$ cat config.mk
export PLATFORM = sky130hd
export DESIGN_NAME = ysyx_23060124_pc_seq
export DESIGN_NICKNAME = d
export VERILOG_FILES = /design/src/rtl/ysyx_23060124_pc_seq.sv
export SDC_FILE = /design/constraint.sdc
export NUM_CORES = 1
export LEC_CHECK = 0
export ABC_AREA = 1
export CORE_MARGIN = 2
export CORE_UTILIZATION = 50
export DETAILED_ROUTE_END_ITERATION = 8
export GPL_TIMING_DRIVEN = 0
export PLACE_DENSITY = 0.85
export SLEW_MARGIN = 20
export SYNTH_ARGS = -nofsm -noshare
export SYNTH_HDL_FRONTEND = slang
export SYNTH_SLANG_ARGS = --single-unit
$ cat constraint.sdc
create_clock -name clk -period 8.2 [get_ports clk]
set_input_delay 1.64 -clock clk [delete_from_list [all_inputs] [get_ports clk]]
set_output_delay 1.64 -clock clk [all_outputs]
set_load 0.03 [all_outputs]
$ cat src/rtl/ysyx_23060124_pc_seq.sv
// ----------------------------------------------------------------------------
// ysyx_23060124_pc_seq
//   Multi-cycle PC / instruction-fetch sequencer. Owns the PC, issues one
//   fetch per instruction over a valid/ready request/response pair, holds the
//   fetched instruction for decode/execute, then commits the next PC
//   (pc+4 or a redirect target). Fetch bus errors and misaligned targets
//   trap to i_mtvec.
//
// Ports
//   clk, i_rst_pcs             clock, asynchronous active-high reset
//   o_req_valid/i_req_ready    fetch request handshake, o_req_addr = o_pc
//   i_rsp_valid/o_rsp_ready    fetch response handshake, i_rsp_data/i_rsp_err
//   o_inst, o_inst_valid       latched instruction for decode/execute
//   i_exu_done                 execute finished, commit next PC
//   i_redirect, i_redirect_pc  take redirect target instead of pc+4
//   i_halt                     ebreak: stop fetching after this commit
//   i_mtvec                    trap vector for fetch faults
//   o_pc                       current PC
//   o_fault, o_fault_epc       1-cycle fault pulse, faulting PC (held)
//   o_retire_cnt               committed instruction count
// ----------------------------------------------------------------------------
module ysyx_23060124_pc_seq #(
    parameter int unsigned          ISA_WIDTH = 32,
    parameter logic [ISA_WIDTH-1:0] RESET_PC  = 32'h8000_0000
) (
    input  logic                 clk,
    input  logic                 i_rst_pcs,
    output logic                 o_req_valid,
    input  logic                 i_req_ready,
    output logic [ISA_WIDTH-1:0] o_req_addr,
    input  logic                 i_rsp_valid,
    output logic                 o_rsp_ready,
    input  logic [ISA_WIDTH-1:0] i_rsp_data,
    input  logic                 i_rsp_err,
    output logic [ISA_WIDTH-1:0] o_inst,
    output logic                 o_inst_valid,
    input  logic                 i_exu_done,
    input  logic                 i_redirect,
    input  logic [ISA_WIDTH-1:0] i_redirect_pc,
    input  logic                 i_halt,
    input  logic [ISA_WIDTH-1:0] i_mtvec,
    output logic [ISA_WIDTH-1:0] o_pc,
    output logic                 o_fault,
    output logic [ISA_WIDTH-1:0] o_fault_epc,
    output logic [63:0]          o_retire_cnt
);

    typedef enum logic [1:0] {
        S_REQ  = 2'd0,
        S_WAIT = 2'd1,
        S_EXEC = 2'd2,
        S_HALT = 2'd3
    } state_t;

    localparam logic [ISA_WIDTH-1:0] PC_STEP = ISA_WIDTH'(4);

    state_t               state, state_nxt;
    logic [ISA_WIDTH-1:0] target;
    logic                 rsp_ok;      // good response accepted in WAIT
    logic                 rsp_fault;   // errored response accepted in WAIT
    logic                 commit;      // aligned target committed in EXEC
    logic                 tgt_fault;   // misaligned target in EXEC

    // ------------------------------------------------------------------
    // State register
    // ------------------------------------------------------------------
    always_ff @(posedge clk or posedge i_rst_pcs) begin
        if (i_rst_pcs) begin
            state <= S_REQ;
        end else begin
            state <= state_nxt;
        end
    end

    // ------------------------------------------------------------------
    // Next-state and handshake outputs
    // ------------------------------------------------------------------
    always_comb begin
        state_nxt   = state;
        o_req_valid = 1'b0;
        o_rsp_ready = 1'b0;
        rsp_ok      = 1'b0;
        rsp_fault   = 1'b0;
        commit      = 1'b0;
        tgt_fault   = 1'b0;
        target      = i_redirect ? i_redirect_pc : (o_pc + PC_STEP);

        unique case (state)
            S_REQ: begin
                o_req_valid = 1'b1;
                if (i_req_ready) begin
                    state_nxt = S_WAIT;
                end
            end
            S_WAIT: begin
                o_rsp_ready = 1'b1;
                if (i_rsp_valid) begin
                    if (i_rsp_err) begin
                        rsp_fault = 1'b1;
                        state_nxt = S_REQ;
                    end else begin
                        rsp_ok    = 1'b1;
                        state_nxt = S_EXEC;
                    end
                end
            end
            S_EXEC: begin
                if (i_exu_done) begin
                    // A misaligned target traps even when halting: the trap
                    // handler must run, so the halt request is dropped.
                    if (target[1:0] != 2'b00) begin
                        tgt_fault = 1'b1;
                        state_nxt = S_REQ;
                    end else begin
                        commit    = 1'b1;
                        state_nxt = i_halt ? S_HALT : S_REQ;
                    end
                end
            end
            S_HALT: begin
                state_nxt = S_HALT;
            end
            default: begin
                state_nxt = S_REQ;
            end
        endcase
    end

    assign o_req_addr = o_pc;

    // ------------------------------------------------------------------
    // Datapath registers
    // ------------------------------------------------------------------
    always_ff @(posedge clk or posedge i_rst_pcs) begin
        if (i_rst_pcs) begin
            o_pc         <= RESET_PC;
            o_inst       <= '0;
            o_inst_valid <= 1'b0;
            o_fault      <= 1'b0;
            o_fault_epc  <= '0;
            o_retire_cnt <= '0;
        end else begin
            o_fault <= rsp_fault | tgt_fault;

            if (rsp_ok) begin
                o_inst       <= i_rsp_data;
                o_inst_valid <= 1'b1;
            end

            if (rsp_fault || tgt_fault) begin
                o_fault_epc <= o_pc;
                o_pc        <= i_mtvec;
            end else if (commit) begin
                o_pc         <= target;
                o_retire_cnt <= o_retire_cnt + 64'd1;
            end

            if (commit || tgt_fault) begin
                o_inst_valid <= 1'b0;
            end
        end
    end

endmodule

[Word level (Yosys, flattened, before mapping)]
Index checks and enable logic that the tools add are counted.
Word-level totals
  bits in registers: 164
  input port bits: 104
  output and inout bits: 196
  word-level logic and storage cells: 51
Cells by class
  add/sub/neg operators: 2
  eq/ne operators: 6
  mux-type cells: 26
  bitwise logic cells: 2
  reduce and logical (&&, ||, !) cells: 8
Operators with widths (count)
  two-way mux 32 bit: 3
  adder 64 x 1 -> 64 bit, second input constant: 1
  adder 32 x 3 -> 32 bit, second input constant: 1
  two-way mux 1 bit: 16
  two-way mux 2 bit: 6
  one-hot mux 2 bit (4 select lines): 1
  != test 2 bit, second input constant: 3
  nonzero test 2 bit: 3
  == test 2 bit, second input constant: 2
  AND reduction 3 bit: 1
  == test 2 x 1 -> 1 bit, second input constant: 1
  logical NOT 2 bit: 1
  logical OR 1 bit: 2
  AND reduction 2 bit: 1
  inverter 1 bit: 1
  OR 1 bit: 1

[Depth between registers and ports, before layout]
Gate-level depths: netlist (run 1).
  depth after elaboration: 9
  depth in mapped cells: 12
  mapped depth without buffers: 12

[Least setup slack after synthesis (run 1)]
Ideal clock, no wire load.
  kind: input to register
  start point: input i_redirect_pc[0]
  end point: register o_pc[5]
  setup time: 0.087 ns
  arrival time: 2.588 ns
  path slack: 5.525 ns
  cell stages on the path: 7
  buffers on the path: 1
  cells stage by stage: nand3b_1 > nand2_1 > nand2_2 > nand2_1 > clkbuf_1 > o211ai_1 > a22oi_1
On the way
  longest elaborated chain between the ends: 7
RTL lines
  start, declared: line 39  | input logic [ISA_WIDTH-1:0] i_redirect_pc,
  two-way mux 32 bit (*): line 86  | target = i_redirect ? i_redirect_pc : (o_pc + PC_STEP);
  nonzero test 2 bit (*): line 111  | if (target[1:0] != 2'b00) begin
  two-way mux 1 bit: line 111
  two-way mux 1 bit: line 108  | if (i_exu_done) begin
  two-way mux 1 bit: line 88  | unique case (state)
  logical OR 1 bit: line 150  | if (rsp_fault || tgt_fault) begin
  two-way mux 32 bit / nonzero test 2 bit (equally long branches)
  end signal, assigned: line 152  | o_pc <= i_mtvec;
  end signal, assigned: line 154  | o_pc <= target;
  end, declared: line 42  | output logic [ISA_WIDTH-1:0] o_pc,
Mark *: on every way between the ends. The rest lies on a longest branch, timed or not.
A chain may end at the register's enable or synchronous reset.

[Final worst setup path (run 1)]
  start point: register o_pc[12]
  end point: output o_req_addr[12]
RTL lines
  end, declared: line 30  | output logic [ISA_WIDTH-1:0] o_req_addr,
No word-level cell between the ends.

==> results of run 1 <==
-- cells by family after synthesis --
logic type | count (synthesis)
flops | 164
xor+xnor | 51
compound gates | 124
fa+ha+maj | 2
simple gates | 842
buf+inv | 159
mux | 2
-- cell usage in the layout, fill, tap and decap left out, drive strengths merged, types with 3 or more instances in the layout --
| cell type | netlist | routed |
|---|---|---|
| o22ai | 5 | 5 |
| nand3b | 11 | 11 |
| clkbuf | 10 | 27 |
| nor2 | 231 | 231 |
| dfrtp | 163 | 163 |
| o211ai | 3 | 3 |
| nand4 | 11 | 11 |
| xnor2 | 27 | 27 |
| clkinv | 0 | 5 |
| a22oi | 7 | 7 |
| xor2 | 24 | 24 |
| nand3 | 56 | 56 |
| buf | 61 | 62 |
| nor3 | 11 | 11 |
| o21ai | 61 | 61 |
| inv | 88 | 96 |
| clkdlybuf4s50 | 0 | 299 |
| and2 | 10 | 10 |
| nand2 | 509 | 509 |
| a21oi | 42 | 42 |
-- metal layers --
| metal | up-vias | part of all wire, % |
|---|---|---|
| met4 | 2 | 4.0 |
| met3 | 96 | 9.1 |
| met1 | 4704 | 39 |
| met2 | 547 | 48 |
| li1 | 4831 | - |
| met5 | - | 0.038 |
-- worst max-delay path, delay by kind of cell (launching register included) --
kind	cells	cell delay [ns]
buffers and inverters	2	0.87
DFF	1	0.58
-- flip-flops by register name, summed over array words and instances, names as in the netlist --
| register | cells |
|---|---|
| o_retire_cnt | 64 |
| o_fault_epc | 32 |
| o_inst | 32 |
| o_pc | 32 |
| state | 2 |
| o_fault | 1 |
| o_inst_valid | 1 |
-- through the flow --
| step | power [mW] | instance area (um2) | hold slack, ns | util, % | instances |
|---|---|---|---|---|---|
| global placement | 3.607 | 12720 | 0.4542 | 68.25 | 1877 |
| CTS | 4.499 | 13360 | 0.4754 | 71.68 | 1910 |
| finish | 4.521 | 13360 | 0.4759 | 71.68 | 1910 |
| detailed placement | 3.670 | 12760 | 0.4572 | 68.44 | 1878 |
| floorplan | 2.669 | 9438 | 0.5738 | - | 1344 |
| global route | 4.725 | 13360 | 0.4963 | 71.68 | 1910 |
-- final timing paths --
check	slack, ns	start	cells past startpoint	end
worst min register to register	0.48	o_inst[13]$_DFFE_PP0P_	2	o_inst[13]$_DFFE_PP0P_
min in group asynchronous	1.70	i_rst_pcs	2	o_inst[15]$_DFFE_PP0P_
worst min-delay path	0.48	o_inst[13]$_DFFE_PP0P_	2	o_inst[13]$_DFFE_PP0P_
max in group asynchronous	5.63	i_rst_pcs	3	o_fault_epc[27]$_DFFE_PP0N_
worst max register to register	6.11	o_pc[3]$_DFFE_PP0P_	10	o_pc[28]$_DFFE_PP0P_
worst max-delay path	4.68	o_pc[12]$_DFFE_PP0P_	2	o_req_addr[12]
-- layout make-up --
cell class | count | share of cell area, %
Clock inverter | 15 | 1.339
Sequential cell | 164 | 30.72
Multi-Input combinational cell | 1021 | 34.14
Buffer | 71 | 3.296
Inverter | 88 | 2.528
Timing Repair Buffer | 300 | 22.60
Clock buffer | 17 | 3.184
Tap cell | 234 | 2.191
-- report_power, final --
part	internal (mW)	total (mW)	switching [mW]
clock	0.438	0.833	0.395
combinational	0.932	2.34	1.41
sequential	1.06	1.35	0.282
total	2.43	4.52	2.09
==> load_flow_metrics.sql, run 1 <==
INSERT INTO impl_metrics (metric_group, metric, value, unit) VALUES
('outcome', 'outcome', 'completed', ''),
('final_layout', 'nNetsFinal', '1769', ''),
('timing', 'max-slew-margin-rel', '60.23', '%'),
('global_route', 'grt_max_degree', '87', ''),
('cts', 'cts.root.buffer_cell', 'sky130_fd_sc_hd__clkbuf_16', ''),
('final_layout', 'multi_input_comb_area', '0.004562', 'mm2'),
('power', 'vdd_drop_max', '0.1632', 'mV'),
('place', 'numPortBuffers', '299', ''),
('logic_synthesis', 'ys_top_cells_by_count', 'sky130_fd_sc_hd__nand2_1, sky130_fd_sc_hd__nor2_1, sky130_fd_sc_hd__dfrtp_1', ''),
('logic_synthesis', 'synth.distinct_cells', '39', ''),
('floorplan', 'dieWidth', '141.4', 'um'),
('worst_setup_path', 'max_stage_delay', '0.69', 'ns'),
('logic_synthesis', 'synth_top_flop_cell', 'sky130_fd_sc_hd__dfrtp_1', ''),
('logic_synthesis', 'dominant_combinational_cell_family_by_area_after_synthesis', 'simple AND/OR/NAND/NOR gates', ''),
('global_route', 'grtUsageMet3', '6.311', '%'),
('logic_synthesis', 'synth_seq_cells', '164', ''),
('cts', 'post_cts_hold_buffer_count', '0', ''),
('final_layout', 'area.sequential', '0.004105', 'mm2'),
('timing', 'final_max_slew_viol_count', '0', ''),
('logic_synthesis', 'synthesis.area_per_instance', '7.022', 'um2'),
('timing', 'hold_viol', '0', ''),
('cts', 'h-tree-depth', '4', ''),
('logic_synthesis', 'synth_sequential_area_ratio', '43.50', '%'),
('logic_synthesis', 'synthesis.area', '0.009438', 'mm2'),
('floorplan', 'floorplan.rows', '50', ''),
('floorplan', 'core_area', '0.01864', 'mm2'),
('timing', 'post_route_skew', '0.01035', 'ns'),
('final_layout', 'num-fill-cells', '1521', ''),
('floorplan', 'number_of_top_level_design_ports', '300', ''),
('global_route', 'overflow', '0', ''),
('cts', 'clock_insertion_delay_worst_skew', '0.44', 'ns'),
('power', 'pwr_density_cell', '338.3', 'mW/mm2'),
('logic_synthesis', 'syn-num-nets', '1450', ''),
('route', 'drt_pass1_iterations', '6', ''),
('logic_synthesis', 'syn_inst', '1344', ''),
('power', 'cellLeakagePower', '6.152', 'nW'),
('floorplan', 'starting_utilization_of_the_core_area', '50.62', '%'),
('flow_run', 'drv_cap', '0', ''),
('global_route', 'first_global_vias', '9652', ''),
('global_route', 'global_route_wire_length_before_repair', '52.18', 'mm'),
('route', 'postRouteWirelength', '34.41', 'mm'),
('logic_synthesis', 'synthAdderAreaFrac', '0.2651', '%'),
('logic_synthesis', 'synthTopCellsByArea', 'sky130_fd_sc_hd__dfrtp_1, sky130_fd_sc_hd__nand2_1, sky130_fd_sc_hd__nor2_1', ''),
('cts', 'numClockSinks', '164', ''),
('logic_synthesis', 'synth_largest_area_cell', 'sky130_fd_sc_hd__dfrtp_1', ''),
('worst_setup_path', 'crit_path_cell_trace', 'buf_4 > clkdlybuf4s50_1', ''),
('route', 'routed_via_density', '5.330', ''),
('worst_setup_path', 'data_required_time_at_the_worst_endpoint', '6.56', 'ns'),
('worst_setup_path', 'crit_slowest_cell', 'sky130_fd_sc_hd__clkdlybuf4s50_1', ''),
('logic_synthesis', 'async_reset_ff_share', '100.0', '%'),
('timing', 'fin_crit_sh', '42.94', '%'),
('logic_synthesis', 'top_cell_type_s_share_of_synthesized_area', '43.22', '%'),
('final_layout', 'drive_gt1_share', '6.802', '%'),
('worst_setup_path', 'worstPathMaxFanout', '7', ''),
('route', 'wl_per_cell', '18.01', 'um'),
('logic_synthesis', 'synthMuxAreaShare', '0.2121', '%'),
('logic_synthesis', 'simple_gate_portion_of_the_synthesized_area', '36.05', '%'),
('cts', 'ctsResizeCount', '0', ''),
('worst_setup_path', 'data_arrival_critical_path', '1.88', 'ns'),
('worst_setup_path', 'worst-setup-path-type', 'reg2out', ''),
('logic_synthesis', 'ys_warn_count', '0', ''),
('route', 'antenna_left', '0', ''),
('timing', 'final_period_minus_worst_setup_slack', '3.521', 'ns'),
('timing', 'fin_tns_setup', '0', 'ns'),
('logic_synthesis', 'synth_compound_area_share', '7.079', '%'),
('place', 'gp_congestion', '0.9619', ''),
('logic_synthesis', 'synth_enable_flop_cells', '0', ''),
('route', 'num_vias', '10180', ''),
('route', 'iteration_0_drc_markers', '845', ''),
('route', 'remaining_drc_errors', '0', ''),
('logic_synthesis', 'synth.most_common_cell', 'sky130_fd_sc_hd__nand2_1', '');
No activity file was read; power rests on OpenSTA's default activity.
==> inputs of run 2 (changes only) <==
Settings changed: CORE_UTILIZATION 50 to 47, PLACE_DENSITY 0.85 to 0.81.
Clock period 8.2 ns to 3.42 ns, I/O delays scaled along.
==> load_flow_metrics.sql, run 2 (synthesis results as in run 1) <==
INSERT INTO impl_metrics (metric_group, metric, value, unit) VALUES
('global_route', 'grtUsageMet3', '7.022', '%'),
('timing', 'rsz0062_at_grt', 'no', ''),
('global_route', 'grt-busiest-layer', 'met2', ''),
('final_layout', 'most-common-layout-cells', 'sky130_fd_sc_hd__nand2_1, sky130_fd_sc_hd__clkdlybuf4s50_1, sky130_fd_sc_hd__nor2_1', ''),
('floorplan', 'floorplan.rows', '51', ''),
('cts', 'clock_insertion_delay_worst_skew', '0.44', 'ns'),
('power', 'vdd_drop_max', '0.4307', 'mV'),
('final_layout', 'drive_gt1_share', '7.020', '%'),
('place', 'detailed_place_hpwl', '27.85', 'mm'),
('global_route', 'grtUsageTotal', '32.51', '%'),
('worst_setup_path', 'worstReg2RegStart', 'o_pc[1]$_DFFE_PP0P_', ''),
('timing', 'final_period_minus_worst_setup_slack', '2.654', 'ns'),
('route', 'postRouteWirelength', '35.10', 'mm'),
('hold_path', 'worst_hold_path_type', 'reg2reg', ''),
('cts', 'post_cts_hold_buffer_count', '0', ''),
('cts', 'cts.root.buffer_cell', 'sky130_fd_sc_hd__clkbuf_16', ''),
('global_route', 'use_met1', '39.53', '%'),
('timing', 'max_freq', '0.3767', 'GHz'),
('route', 'antenna_left', '0', ''),
('worst_setup_path', 'reg2reg_to', 'o_pc[5]$_DFFE_PP0P_', ''),
('place', 'placedCellCount', '1914', ''),
('cts', 'clkTransAtPathRegs', '0.07', 'ns'),
('cts', 'clk_path_buf_depth', '2', ''),
('final_layout', 'nNetsFinal', '1774', ''),
('power', 'pwr_density_cell', '805.1', 'mW/mm2'),
('worst_setup_path', 'ff2ff_setup_slack', '1.32', 'ns'),
('worst_setup_path', 'worst_setup_path_startpoint', 'i_redirect', ''),
('flow_run', 'drv_cap', '0', ''),
('worst_setup_path', 'worst_setup_path_end_kind', 'flop', ''),
('global_route', 'overflow', '0', ''),
('worst_setup_path', 'critical_path.startpoint_type', 'input port', ''),
('route', 'wl_per_cell', '18.03', 'um'),
('cts', 'ctsResizeCount', '0', ''),
('global_route', 'globalRouteMet2Util', '54.50', '%'),
('final_layout', 'flow.area_growth_from_synthesis', '43.23', '%'),
('floorplan', 'dieWidth', '145.7', 'um'),
('final_layout', 'layoutNonFillerInstCount', '1947', ''),
('timing', 'worstMarginPinSlew', '0.6576', 'ns'),
('final_layout', 'fin_util', '69.00', '%'),
('route', 'remaining_drc_errors', '0', ''),
('timing', 'whs', '0.4707', 'ns'),
('hold_path', 'worst_hold_path.num_cells', '2', ''),
('global_route', 'first_global_vias', '9767', ''),
('final_layout', 'largest-register', 'o_retire_cnt', ''),
('timing', 'max-slew-margin-rel', '56.16', '%'),
('cts', 'cts_tree', 'yes', ''),
('route', 'num_vias', '10201', ''),
('timing', 'post_route_skew', '0.01165', 'ns'),
('place', 'gp_congestion', '0.9816', ''),
('worst_setup_path', 'worstPathMaxFanout', '10', ''),
('outcome', 'outcome', 'completed', ''),
('route', 'iteration_0_drc_markers', '787', ''),
('timing', 'final_max_slew_viol_count', '0', ''),
('final_layout', 'largest_register_ffs', '64', ''),
('timing', 'fin_crit_sh', '77.62', '%'),
('worst_setup_path', 'data_required_time_at_the_worst_endpoint', '3.76', 'ns'),
('global_route', 'global_route_wire_length_before_repair', '54.03', 'mm'),
('place', 'numPortBuffers', '299', ''),
('cts', 'numClockSinks', '164', ''),
('timing', 'hold_viol', '0', ''),
('cts', 'h-tree-depth', '4', ''),
('final_layout', 'layout_commonest_cell', 'sky130_fd_sc_hd__nand2_1', ''),
('route', 'drt_pass1_iterations', '6', ''),
('worst_setup_path', 'data_arrival_critical_path', '3.00', 'ns'),
('floorplan', 'number_of_top_level_design_ports', '300', ''),
('power', 'cellLeakagePower', '6.190', 'nW'),
('timing', 'finalSetupViolations', '0', ''),
('worst_setup_path', 'rr_worst_depth', '8', ''),
('global_route', 'grt_max_degree', '35', ''),
('cts', 'cts_inserted_buffers', '17', ''),
('floorplan', 'core_area', '0.01959', 'mm2'),
('floorplan', 'fp.dieH', '145.7', 'um'),
('floorplan', 'starting_utilization_of_the_core_area', '48.18', '%'),
('worst_setup_path', 'critical_path_endpoint', 'o_pc[5]$_DFFE_PP0P_', ''),
('worst_setup_path', 'worst-setup-path-type', 'in2reg', ''),
('route', 'routed_via_density', '5.239', ''),
('global_route', 'antenna_found_initial', '1', ''),
('floorplan', 'die_area', '0.02123', 'mm2'),
('cts', 'post_cts_setup_buffers', '0', '');
## run 2: changes by cell type in the layout (fill, tap and decap cells not counted), sizes merged
cell	change
buf	+5
inv	-3
diode	+1
clkbuf	+2
bufinv	+1
clkinvlp	+4
clkinv	-4
## run 2: worst min path at each step
| stage | startpoint | to | slack, ns |
|---|---|---|---|
| finish | o_inst[15]$_DFFE_PP0P_ | o_inst[15]$_DFFE_PP0P_ | 0.47 |
| detailed placement | o_inst[14]$_DFFE_PP0P_ | o_inst[14]$_DFFE_PP0P_ | 0.46 |
| global placement | o_inst[7]$_DFFE_PP0P_ | o_inst[7]$_DFFE_PP0P_ | 0.45 |
| CTS | o_inst[14]$_DFFE_PP0P_ | o_inst[14]$_DFFE_PP0P_ | 0.47 |
| global route | o_inst[7]$_DFFE_PP0P_ | o_inst[7]$_DFFE_PP0P_ | 0.50 |
| floorplan | o_pc[31]$_DFFE_PP1P_ | o_pc[31]$_DFFE_PP1P_ | 0.57 |
## run 2: where the power goes
group,internal [mW],switching [mW]
registers,2.55,0.665
clock network,1.12,0.879
logic,2.25,3.42
total,5.92,4.96
## run 2: final cells by class
type	instances	area, um2
Fill cell	1674	6072
Multi-Input combinational cell	1021	4562
Sequential cell	164	4105
Timing Repair Buffer	305	3136
Clock buffer	19	442.9
Buffer	71	440.4
Inverter	88	334.1
Tap cell	265	331.6
Clock inverter	13	163.9
Antenna cell	1	2.502
## run 2: routing by layer
layer	vias up	wire length (um)
li1	4841	-
met1	4771	13670
met2	493	16860
met3	96	2784
met4	0	1785
met5	-	0
## run 2: metrics by stage
stage / power, mW / instance area (um2) / setup WS, ns / setup TNS (ns)
finish: 10.88 / 13520 / 0.7656 / 0
detailed placement: 8.842 / 12910 / 0.4267 / 0
CTS: 10.85 / 13520 / 0.8272 / 0
global route: 11.38 / 13520 / 0.7469 / 0
global placement: 8.701 / 12770 / -0.7809 / -125.31
floorplan: 6.399 / 9442 / 0.6520 / 0
## run 2: worst max-delay path, stage by stage
cell                              delay, ns
sky130_fd_sc_hd__clkdlybuf4s50_1       0.64
sky130_fd_sc_hd__nand3b_1              0.21
sky130_fd_sc_hd__nand2_1               0.24
sky130_fd_sc_hd__nand2_2               0.17
sky130_fd_sc_hd__nand2_1               0.15
sky130_fd_sc_hd__clkbuf_1              0.52
sky130_fd_sc_hd__o211ai_1              0.19
sky130_fd_sc_hd__a22oi_1               0.19
